File: config.mk
export PLATFORM = sky130hd
export DESIGN_NAME = serial_adder
export DESIGN_NICKNAME = d
export VERILOG_FILES = /design/src/rtl/serial_adder.sv
export SDC_FILE = /design/constraint.sdc
export NUM_CORES = 1
export LEC_CHECK = 0
export BUFFER_PORTS_ARGS = -buffer_cell sky130_fd_sc_hd__buf_2
export CAP_MARGIN = 20
export CORE_MARGIN = 2
export CORE_UTILIZATION = 58
export DETAILED_ROUTE_END_ITERATION = 16
export GPL_TIMING_DRIVEN = 0
export PLACE_DENSITY = 0.81
export SETUP_SLACK_MARGIN = 0.2
export SYNTH_ARGS = -nofsm -noshare
export SYNTH_HDL_FRONTEND = slang
export SYNTH_SLANG_ARGS = --single-unit
File: constraint.sdc
create_clock -name clk -period 3 [get_ports clk]
set_input_delay 0.3 -clock clk [delete_from_list [all_inputs] [get_ports clk]]
set_output_delay 0.3 -clock clk [all_outputs]
set_load 0.05 [all_outputs]
File: src/rtl/serial_adder.sv
// Bit-serial WIDTH-bit adder: accepts operands in IDLE, adds one bit per clock LSB first, holds the result in DONE until taken.
// Latency WIDTH edges from accept to out_valid; result held stable under out_ready backpressure, new accepts only in IDLE.
module serial_adder #(
  parameter int WIDTH = 8
) (
  input  logic             clk,
  input  logic             rst_n,
  input  logic             in_valid,
  output logic             in_ready,
  input  logic [WIDTH-1:0] a,
  input  logic [WIDTH-1:0] b,
  input  logic             cin,
  output logic             out_valid,
  input  logic             out_ready,
  output logic [WIDTH-1:0] sum,
  output logic             cout,
  output logic             ovf,
  output logic             busy
);

  localparam int CNT_W = $clog2(WIDTH) + 1;
  localparam logic [CNT_W-1:0] LAST_BIT = CNT_W'(WIDTH - 1);

  typedef enum logic [1:0] {
    IDLE = 2'd0,
    BUSY = 2'd1,
    DONE = 2'd2
  } state_t;

  state_t           state_q, state_d;
  logic [CNT_W-1:0] cnt_q, cnt_d;
  logic [WIDTH-1:0] a_sh_q, a_sh_d;
  logic [WIDTH-1:0] b_sh_q, b_sh_d;
  logic             carry_q, carry_d;
  logic [WIDTH-1:0] sum_sh_q, sum_sh_d;
  logic [WIDTH-1:0] sum_q, sum_d;
  logic             cout_q, cout_d;
  logic             ovf_q, ovf_d;

  logic fa_sum;
  logic fa_cout;

  full_adder u_fa (
    .a    (a_sh_q[0]),
    .b    (b_sh_q[0]),
    .c    (carry_q),
    .sum  (fa_sum),
    .cout (fa_cout)
  );

  always_comb begin
    state_d  = state_q;
    cnt_d    = cnt_q;
    a_sh_d   = a_sh_q;
    b_sh_d   = b_sh_q;
    carry_d  = carry_q;
    sum_sh_d = sum_sh_q;
    sum_d    = sum_q;
    cout_d   = cout_q;
    ovf_d    = ovf_q;

    unique case (state_q)
      IDLE: begin
        if (in_valid) begin
          a_sh_d  = a;
          b_sh_d  = b;
          carry_d = cin;
          cnt_d   = '0;
          state_d = BUSY;
        end
      end
      BUSY: begin
        a_sh_d   = a_sh_q >> 1;
        b_sh_d   = b_sh_q >> 1;
        carry_d  = fa_cout;
        sum_sh_d = {fa_sum, sum_sh_q[WIDTH-1:1]};
        if (cnt_q == LAST_BIT) begin
          // carry_q here is the carry into the sign bit
          sum_d   = {fa_sum, sum_sh_q[WIDTH-1:1]};
          cout_d  = fa_cout;
          ovf_d   = carry_q ^ fa_cout;
          state_d = DONE;
        end else begin
          cnt_d = cnt_q + 1'b1;
        end
      end
      DONE: begin
        if (out_ready) begin
          state_d = IDLE;
        end
      end
      default: state_d = IDLE;
    endcase
  end

  always_ff @(posedge clk or negedge rst_n) begin
    if (!rst_n) begin
      state_q  <= IDLE;
      cnt_q    <= '0;
      a_sh_q   <= '0;
      b_sh_q   <= '0;
      carry_q  <= 1'b0;
      sum_sh_q <= '0;
      sum_q    <= '0;
      cout_q   <= 1'b0;
      ovf_q    <= 1'b0;
    end else begin
      state_q  <= state_d;
      cnt_q    <= cnt_d;
      a_sh_q   <= a_sh_d;
      b_sh_q   <= b_sh_d;
      carry_q  <= carry_d;
      sum_sh_q <= sum_sh_d;
      sum_q    <= sum_d;
      cout_q   <= cout_d;
      ovf_q    <= ovf_d;
    end
  end

  assign in_ready  = (state_q == IDLE);
  assign busy      = (state_q == BUSY);
  assign out_valid = (state_q == DONE);
  assign sum       = sum_q;
  assign cout      = cout_q;
  assign ovf       = ovf_q;

endmodule

// 1-bit full adder cell.
module full_adder (
  input  logic a,
  input  logic b,
  input  logic c,
  output logic sum,
  output logic cout
);

  assign sum  = a ^ b ^ c;
  assign cout = (a & b) | (a & c) | (b & c);

endmodule

Yosys cells after proc, flatten, opt, wreduce, memory -nomap -nowiden

Index checks and enable logic that the tools add are counted.

Add/sub/neg operators: 1
Eq/ne operators: 7
Multiplexer cells: 13
Bitwise operators: 8
Reductions and logical operators: 6

Operators with widths:

| cell                | number |
|---|---|
| $pmux 8 s2          | 2 |
| $mux 8              | 2 |
| $mux 4              | 2 |
| $pmux 4 s2          | 1 |
| $mux 2              | 3 |
| $pmux 2 s3          | 1 |
| $reduce_and 3->1    | 2 |
| $add 4x1->4 const B | 1 |
| $eq 4x3->1 const B  | 1 |
| $ne 2x1->1 const B  | 2 |
| $ne 2x2->1 const B  | 2 |
| $reduce_and 2->1    | 2 |
| $and 1x1->1         | 3 |
| $xor 1x1->1         | 3 |
| $eq 2x1->1 const B  | 1 |
| $eq 2x2->1 const B  | 1 |
| $logic_not 2->1     | 1 |
| $or 1x1->1          | 2 |
| $pmux 1 s2          | 1 |
| $reduce_bool 2->1   | 1 |
| $mux 1              | 1 |

Register bits: 41
Bits of input ports: 21
Output and inout bits: 13
Logic and storage cells: 44

Depth between registers and ports, before layout

Gate-level depths: netlist of run 1.

Depth in word-level cells: 4
Mapped depth: 6
Depth with buffers taken out: 4

Cells and area by module

From an unflattened synthesis of run 1, not the netlist that was laid out.

Cells, all modules: 184
Area total of the unflattened synthesis: 1898.1 µm²

Modules (own cells, without submodules):

| module       | times used | cells an instance | area each (µm²) | sequential area each (µm²) |
|---|---|---|---|---|
| serial_adder | 1          | 183               | 1878.1          | 1001.0 |
| full_adder   | 1          | 1                 | 20.0            | 0.0 |

Least setup slack after synthesis of run 1

OpenSTA, ideal clock, no wires.

Path type: register -> register
Start: register cnt_q[0]
End: register cout_q, in the netlist cout
Library setup time: 0.125 ns
Arrival: 1.443 ns
Required time: 2.875 ns
Path slack: 1.432 ns
Cell stages (with the launch flop): 6
Buffers on the path: 1
Period minus slack after synthesis: 1.568 ns
Cells stage by stage: dfrtp_1 -> ha_1 -> and3b_1 -> and2_4 -> buf_12 -> mux2_4

Word-level cells in the longest chain between the ends: 2

RTL lines:

| element                    | RTL line | RTL |
|---|---|---|
| from (decl)                | 31       | `logic [CNT_W-1:0] cnt_q, cnt_d;` |
| from (signal assigned)     | 109      | `cnt_q <= cnt_d;` |
| $eq 4x3->1                 | 77       | `if (cnt_q == LAST_BIT) begin` |
| $reduce_and 2->1 (no line) | --       |  |
| to (signal assigned)       | 115      | `cout_q <= cout_d;` |
| to (decl)                  | 37       | `logic cout_q, cout_d;` |

No other way between the ends.
A chain may end at the register's enable or synchronous reset.

Final worst setup path of run 1

Start: register state_q[1]
End: output port busy

Word-level cells in the longest chain between the ends: 1

RTL lines:

| element                | RTL line | RTL |
|---|---|---|
| from (decl)            | 30       | `state_t state_q, state_d;` |
| from (signal assigned) | 108      | `state_q <= state_d;` |
| $eq 2x1->1             | 121      | `assign busy = (state_q == BUSY);` |
| to (decl)              | 18       | `output logic busy` |

No other way between the ends.

==> results of run 1 <==
==> power by group through the flow <==
stage	logic (mW)	registers (mW)	clock network, mW
after global placement	1.12	0.934	0
after global routing	1.28	0.978	0.386
after floorplan	0.712	1.13	0
final	1.16	0.948	0.352
after CTS	1.17	0.948	0.355
after detailed placement	1.17	0.959	0
==> sequential cells by signal, summed over array words and instances (netlist names) <==
name / flops
a_sh_q: 8
b_sh_q: 8
sum: 8
sum_sh_q: 7
cnt_q: 4
state_q: 2
carry_q: 1
cout: 1
ovf: 1
==> worst register-to-register path, stage by stage (launching register included) <==
cell     delay, ps
dfrtp_1        450
ha_1           240
and3b_1        290
and2_4         200
buf_12         150
mux2_4         310
==> metal layers <==
metal | up-vias | GRT usage [%]
met2 | 45 | 35.7
li1 | 623 | -
met4 | 0 | 10.2
met5 | - | 0
met3 | 7 | 8.66
met1 | 645 | 28.3
==> worst max-delay path by stage <==
stage | end | start | cells after the start | slack [ps]
after global routing | busy | state_q[1]$_DFFE_PN0P_ | 4 | 940
after detailed placement | sum[4]$_DFFE_PN0P_ | cnt_q[0]$_DFFE_PN0P_ | 5 | 1300
after global placement | cout$_DFFE_PN0P_ | cnt_q[0]$_DFFE_PN0P_ | 5 | 1350
after CTS | busy | state_q[1]$_DFFE_PN0P_ | 4 | 1040
final | busy | state_q[1]$_DFFE_PN0P_ | 4 | 1060
after floorplan | cout$_DFFE_PN0P_ | cnt_q[0]$_DFFE_PN0P_ | 5 | 1430
==> cells in the mapped netlist, drive strengths merged <==
cell type,n,share of area (%)
a21oi,3,0.83
nand2,42,8.7
o211ai,1,0.42
o21bai,1,0.62
a21o,1,0.49
ha,1,0.69
o21ai,17,4.7
and2,1,0.49
xor2,1,0.49
o311ai,1,0.49
or4,1,0.42
buf,7,3.1
dfrtp,40,56
a32o,1,0.56
nand4,1,0.35
nand2b,1,0.76
and3b,1,0.49
clkbuf,1,0.21
fa,1,1.1
a2bb2oi,1,0.49
nor2,2,0.42
inv,4,0.83
nand3,5,1.4
mux2i,15,8.3
mux2,10,8.1
==> logic make-up after synthesis <==
group	after synthesis
AOI/OAI and AO/OA	26
muxes	25
DFF	40
buffers and inverters	12
adders and majority gates	2
and+or+nand+nor	54
xor gates and xnor gates	1
==> per-stage QoR <==
stage	area, um^2	hold WS [ps]	power (mW)
finish	2090	40.4	2.46
global route	2090	87.6	2.65
CTS	2090	68.5	2.48
detailed placement	2010	464	2.13
global placement	2010	455	2.06
floorplan	1800	4.41	1.85
==> final cells by class <==
| class | count | area share (%) |
|---|---|---|
| multi-input combinational | 108 | 34.9 |
| tap | 33 | 1.98 |
| clock buffer | 6 | 1.98 |
| buffer | 8 | 2.82 |
| clock inverter | 2 | 1.68 |
| timing repair buffer | 33 | 7.92 |
| sequential | 40 | 48.0 |
| inverter | 4 | 0.720 |
==> impl_metrics.tcl, run 1 <==
set metrics [dict create \
    crit_top_cell "buf_2" \
    postCtsSetupBuffers 0 \
    drtIter0Drc 64 \
    max_clock_freq_mhz 515 \
    synthMuxAreaShare_pct 16.4 \
    p_int_mw 1.41 \
    routed.top_layer "met4" \
    final_cells 234 \
    grt_pass1_wl_um 5880 \
    hold_class "in -> async" \
    clk_latency_ps 350 \
    required_ps 2700 \
    grt_max_degree 41 \
    overflow 0 \
    synth-simple-area-share_pct 13.0 \
    maxSlewViolCount 0 \
    dr_wl_met2_um 1650 \
    syn-num-nets 183 \
    rrSetupSlack_ps 1270 \
    slowest_delay_ps 450 \
    ys_warn_count 0 \
    worstSetupEndpointType "output port" \
    drive_gt1_share_pct 30.8 \
    path_max_fanout 10 \
    finalWeightedCongestion 0.741 \
    final.setup.worst_slack_ps 1060 \
    final_nets 223 \
    synth-xor-area-share_pct 0.486 \
    dp.cells 226 \
    fin_util_pct 69.5 \
    coreArea_um2 3000 \
    start_util_pct 60.0 \
    cts_resized 0 \
    track_usage_pct 22.9 \
    postCtsHoldBufs 0 \
    r2r-end "sum[4]$_DFFE_PN0P_" \
    slew_headroom_pct 43.0 \
    outcome "finished, final reports clean" \
    setup.worst_path.start_class "flip-flop" \
    wirelength_um 3410 \
    finClkSkew_ps 6.50 \
    rsz0062_at_grt "false" \
    ctsRootBufferMaster "clkbuf_4" \
    vias 1320 \
    ant_nets 0 \
    antenna_cells 0 \
    cp_num_buf_inv 3 \
    ioPinCount 34 \
    drc 0 \
    r2r_start "cnt_q[0]$_DFFE_PN0P_" \
    synth_area_um2 1800 \
    dp_hpwl_um 2450 \
    yosysSeqAreaShare_pct 55.5 \
    switchingPower_mw 1.05 \
    switching_share_pct 42.7 \
    hold_viol_final 0 \
    htree_levels 2 \
    p_leak_nw 1.09 \
    firstDrtPassIters 6 \
    grt_pass1_vias 1331 \
    synth.distinct_cells 29 \
    synth_fa_ha_area_share_pct 1.80 \
    ff2ff_path_depth 5 \
    final_common_cell "nand2_1" \
    cts_buffer_depth 2 \
    worstPathCellList "nand2b_4, inv_2, buf_2, buf_2" \
    grt_antenna_before_repair 0 \
    fp.dieH_um 59.8 \
    p_seq_share_pct 38.5 \
    pwr-share-comb_pct 47.2 \
    setup_viol 0 \
    synth-seq-cells 40 \
    synth_compound_area_share_pct 8.61 \
    crit_slowest_cell "dfrtp_1" \
    vdd_drop_max_mv 0.537 \
    powerDensity_nw_per_um2 1180 \
    path_delay_family "buffers and inverters" \
    synth_top_family_by_area "multiplexers" \
    wl_met3_um 163 \
    fp.dieW_um 59.8 \
    cap_viol_max_count 0 \
    cts.clk_slew.worst_paths_ps 120 \
    register_area_um2 1000 \
    areaGrowthSynthToFinish_pct 15.7 \
    avgViaCountPerCell 5.64 \
    path_class "reg -> out" \
    n_fill_cell 246 \
    fin_crit_sh_pct 64.7 \
    worstPathArrival_ps 1640 \
    dieArea_um2 3570 \
    mostFrequentLayoutCells "42 x nand2_1, 40 x dfrtp_1, 37 x buf_2" \
    worst_slew_pin_slew_ps 855 \
    cts_made_buffers 5 \
    wire_per_inst_um 14.6 \
    synth_cells 160 \
    multi_input_area_um2 728 \
    syn_avg_cell_area_um2 11.3 \
    p_clk_share_pct 14.3 \
    placementRows 20 \
    dp_slack_ps 1300 \
    io_buffer_count 33 \
    cts.sinks 40 \
    tns_ps 0 \
    period_minus_slack_ps 1940 \
    cts_tree "done" \
    wl_met1_um 1530 \
]
Note: power is estimated with default switching activity, not from simulation.
==> run 2: changes to the inputs <==
--- a/config.mk
+++ b/config.mk
@@ -8,10 +8,10 @@
 export BUFFER_PORTS_ARGS = -buffer_cell sky130_fd_sc_hd__buf_2
 export CAP_MARGIN = 20
 export CORE_MARGIN = 2
-export CORE_UTILIZATION = 58
+export CORE_UTILIZATION = 49
 export DETAILED_ROUTE_END_ITERATION = 16
 export GPL_TIMING_DRIVEN = 0
-export PLACE_DENSITY = 0.81
+export PLACE_DENSITY = 0.73
 export SETUP_SLACK_MARGIN = 0.2
 export SYNTH_ARGS = -nofsm -noshare
 export SYNTH_HDL_FRONTEND = slang
==> constraint.sdc (replaced) <==
create_clock -name clk -period 1.7 [get_ports clk]
set_input_delay 0.17 -clock clk [delete_from_list [all_inputs] [get_ports clk]]
set_output_delay 0.17 -clock clk [all_outputs]
set_load 0.05 [all_outputs]
==> impl_metrics.tcl, run 2 (synthesis gave the netlist of run 1 again) <==
set metrics [dict create \
    ant_nets 0 \
    firstDrtPassIters 4 \
    fin_area_um2 2190 \
    final_cells 253 \
    worst_slew_pin_slew_ps 861 \
    mostFrequentLayoutCells "42 x nand2_1, 40 x dfrtp_1, 35 x buf_2" \
    wire_per_inst_um 13.5 \
    outcome "finished, violations left" \
    cts_made_buffers 5 \
    fin_util_pct 60.7 \
    hold_class "in -> async" \
    overflow 0 \
    drc 0 \
    grt_max_degree 41 \
    hold_viol_final 10 \
    setup_viol 0 \
    track_usage_pct 19.0 \
    placementRows 22 \
    fp.dieW_um 64.7 \
    ioPinCount 34 \
    placed_area_um2 2030 \
    postCtsHoldBufs 0 \
    cts.clk_slew.worst_paths_ps 70 \
    wirelength_um 3400 \
    clk_latency_ps 290 \
    dp.cells 241 \
    cts_tree "done" \
    grt_pass1_wl_um 5990 \
    final_common_cell "nand2_1" \
    slew_headroom_pct 42.6 \
    cts.sinks 40 \
    whs_ps -11.3 \
    p_leak_nw 1.14 \
    worstSetupEndpointType "output port" \
    maxSlewViolCount 0 \
    path_class "reg -> out" \
    dp_hpwl_um 2450 \
    finClkSkew_ps 4.01 \
    worstPathArrival_ps 1320 \
    start_util_pct 50.0 \
    cap_viol_max_count 0 \
    drive_gt1_share_pct 34.6 \
    period_minus_slack_ps 1490 \
    final_nets 228 \
    coreArea_um2 3610 \
    final.setup.worst_slack_ps 206 \
    dieArea_um2 4180 \
    ctsRootBufferMaster "clkbuf_8" \
    vdd_drop_max_mv 0.928 \
    setup.worst_path.start_class "flip-flop" \
    htree_levels 2 \
    path_max_fanout 10 \
    required_ps 1530 \
    avgViaCountPerCell 5.14 \
    fin_crit_sh_pct 87.9 \
    antenna_cells 0 \
    cts_buffer_depth 2 \
    grt_pass1_vias 1315 \
    max_clock_freq_mhz 670 \
    areaGrowthSynthToFinish_pct 21.4 \
    finalWeightedCongestion 0.797 \
    vias 1301 \
    rsz0062_at_grt "true" \
    totalPowerFinal_mw 4.50 \
    grt_antenna_before_repair 0 \
    io_buffer_count 33 \
    fp.dieH_um 64.7 \
    dp_slack_ps 66.7 \
    drtIter0Drc 61 \
    violations "hold timing" \
    powerDensity_nw_per_um2 2060 \
    tns_ps 0 \
]
-- run 2: cell types whose count changed in the layout (fill, tap and decap cells not counted), sizes merged --
cell / previous run / this run
bufinv: 1 / 0
clkbuf: 7 / 8
clkinv: 1 / 0
buf: 40 / 45
-- run 2: worst max-delay path, cell delays in order (launching register included) --
cell      delay, ps
dfrtp_1         360
buf_6           150
nand2b_4         80
inv_4           120
buf_6           160
buf_6           160
-- run 2: repair_timing --
item                       CTS  global route
pin swaps                    1             1
setup endpoints to repair   12            10
setup buffers                5             0
resized for setup            6             1
-- run 2: path summary, 6_finish.rpt --
check                      slack, ps                 endpoint  cells after the start                    start
min reg2reg                      480  sum_sh_q[1]$_DFFE_PN0P_                      2  sum_sh_q[1]$_DFFE_PN0P_
min in group clk                 150   state_q[1]$_DFFE_PN0P_                      3                out_ready
max                              210                     busy                      5   state_q[0]$_DFFE_PN0P_
min                              -10  sum_sh_q[7]$_DFFE_PN0P_                      1                    rst_n
max in group asynchronous       1170    b_sh_q[0]$_DFFE_PN0P_                      1                    rst_n
max reg2reg                      210       sum[4]$_DFFE_PN0P_                      5     cnt_q[0]$_DFFE_PN0P_
-- run 2: cell type report --
| type | instances | area, um^2 |
|---|---|---|
| Fill cell | 328 | 1420 |
| Sequential cell | 40 | 1000 |
| Multi-Input combinational cell | 108 | 734 |
| Timing Repair Buffer | 38 | 209 |
| Clock buffer | 7 | 96.3 |
| Buffer | 8 | 70.1 |
| Tap cell | 48 | 60.1 |
| Inverter | 4 | 17.5 |
-- run 2: metal layers --
layer  up-vias  global-route usage, %  share of wire (%)
met5         -                      0                  0
met1       622                   22.5                 43
met2        35                   32.3                 50
met3         8                   6.08                6.0
li1        636                      -                  -
met4         0                   7.18                1.7
-- run 2: where the power goes --
part	switching [mW]	internal [mW]	total (mW)
clock network	0.298	0.361	0.659
logic	1.30	0.897	2.19
registers	0.262	1.39	1.65
total	1.86	2.65	4.50
==> run 3: changes to the inputs <==
--- a/config.mk
+++ b/config.mk
@@ -10,8 +10,9 @@
 export CORE_MARGIN = 2
 export CORE_UTILIZATION = 49
 export DETAILED_ROUTE_END_ITERATION = 16
+export GPL_ROUTABILITY_DRIVEN = 0
 export GPL_TIMING_DRIVEN = 0
-export PLACE_DENSITY = 0.73
+export PLACE_DENSITY = 0.77
 export SETUP_SLACK_MARGIN = 0.2
 export SYNTH_ARGS = -nofsm -noshare
 export SYNTH_HDL_FRONTEND = slang
==> impl_metrics.tcl, run 3 (synthesis gave the netlist of run 1 again) <==
set metrics [dict create \
    outcome "finished, violations left" \
    violations "hold timing" \
    period_minus_slack_ps 1500 \
    cts.clk_slew.worst_paths_ps 80 \
    setup_viol 0 \
    grt_pass1_wl_um 5850 \
    io_buffer_count 33 \
    vias 1258 \
    rrSetupSlack_ps 200 \
    drtIter0Drc 30 \
    hold_class "in -> async" \
    n_fill_cell 296 \
    finClkSkew_ps 7.96 \
    dp.cells 241 \
    tns_ps 0 \
    fp.dieH_um 64.7 \
    worstSetupEndpointType "flip-flop" \
    path_max_fanout 5 \
    grt_max_degree 41 \
    setup.worst_path.start_class "flip-flop" \
    fin_util_pct 61.2 \
    wirelength_um 3380 \
    mostFrequentLayoutCells "42 x nand2_1, 40 x dfrtp_1, 35 x buf_2" \
    multi_input_area_um2 737 \
    final.setup.worst_slack_ps 200 \
    start_util_pct 50.0 \
    fin_crit_sh_pct 88.2 \
    totalPowerFinal_mw 4.49 \
    worst_slew_pin_slew_ps 869 \
    cap_viol_max_count 0 \
    r2r_start "cnt_q[1]$_DFFE_PN0P_" \
    drive_gt1_share_pct 35.4 \
    fin_area_um2 2210 \
    max_clock_freq_mhz 667 \
    grt_pass1_vias 1308 \
    final_cells 254 \
    dp_slack_ps 81.9 \
    grt_antenna_before_repair 0 \
    register_area_um2 1000 \
    clk_latency_ps 300 \
    hold_viol_final 40 \
    drc 0 \
    firstDrtPassIters 4 \
    worstPathCellList "ha_2, and3b_2, and2_4, clkbuf_16, mux2_4" \
    cts_tree "done" \
    crit_slowest_cell "dfrtp_1" \
    rsz0062_at_grt "true" \
    placementRows 22 \
    cts_made_buffers 5 \
    cts_buffer_depth 2 \
    coreArea_um2 3610 \
    track_usage_pct 18.5 \
    wire_per_inst_um 13.3 \
    maxSlewViolCount 0 \
    cts.sinks 40 \
    ctsRootBufferMaster "clkbuf_8" \
    whs_ps -16.4 \
    dp_hpwl_um 2260 \
    htree_levels 2 \
    required_ps 1890 \
    dieArea_um2 4180 \
    slew_headroom_pct 42.1 \
    final_common_cell "nand2_1" \
    ff2ff_path_depth 5 \
    slowest_delay_ps 390 \
    fp.dieW_um 64.7 \
    antenna_cells 0 \
    areaGrowthSynthToFinish_pct 22.4 \
    r2r-end "sum[6]$_DFFE_PN0P_" \
    ant_nets 0 \
    powerDensity_nw_per_um2 2040 \
    p_leak_nw 1.14 \
    overflow 0 \
    path_class "reg -> reg" \
    vdd_drop_max_mv 0.843 \
    avgViaCountPerCell 4.95 \
    placed_area_um2 2030 \
    worstPathArrival_ps 1690 \
    final_nets 229 \
    ioPinCount 34 \
]
-- run 3: how the worst max path moves through the flow --
stage	end	cells past startpoint	startpoint
finish	sum[6]$_DFFE_PN0P_	5	cnt_q[1]$_DFFE_PN0P_
global route	sum[6]$_DFFE_PN0P_	5	cnt_q[0]$_DFFE_PN0P_
CTS	busy	5	state_q[0]$_DFFE_PN0P_
detailed placement	sum[4]$_DFFE_PN0P_	5	cnt_q[0]$_DFFE_PN0P_
global placement	cout$_DFFE_PN0P_	5	cnt_q[0]$_DFFE_PN0P_
floorplan	cout$_DFFE_PN0P_	5	cnt_q[1]$_DFFE_PN0P_
-- run 3: power breakdown --
group / internal (mW) / switching [mW]
Sequential: 1.39 / 0.270
Combinational: 0.940 / 1.30
Clock: 0.277 / 0.321
-- run 3: layer usage --
layer / track usage [%] / wire length [um] / part of all wire (%)
met3: 5.73 / 128 / 3.8
met2: 30.6 / 1630 / 48
met5: 0 / 0 / 0
met4: 6.38 / 50 / 1.5
met1: 23.0 / 1570 / 47
-- run 3: layout make-up --
class | count | area share [%]
plain buffers | 8 | 3.17
clock buffers | 5 | 3.12
clock inverters | 2 | 0.567
inverters | 4 | 0.907
multi-input cells | 108 | 33.4
flip-flops and latches | 40 | 45.4
well taps | 48 | 2.72
repair buffers | 39 | 10.8
-- run 3: worst max-delay path: cells and delay by family, from the launching register on --
| kind | cells | cell delay [ps] |
|---|---|---|
| AND/OR/NAND/NOR | 2 | 360 |
| adder cells (fa/ha/maj) | 1 | 190 |
| multiplexers | 1 | 290 |
| flip-flops | 1 | 390 |
| buffers and inverters | 1 | 160 |
-- run 3: repair_timing --
action / in CTS / in global routing
endpoints found under the setup margin: 11 / 21
gates cloned: 0 / 1
resized for setup: 5 / 6
pin swaps: 1 / 1
buffers inserted: 5 / 0
hold buffers: 0 / 0
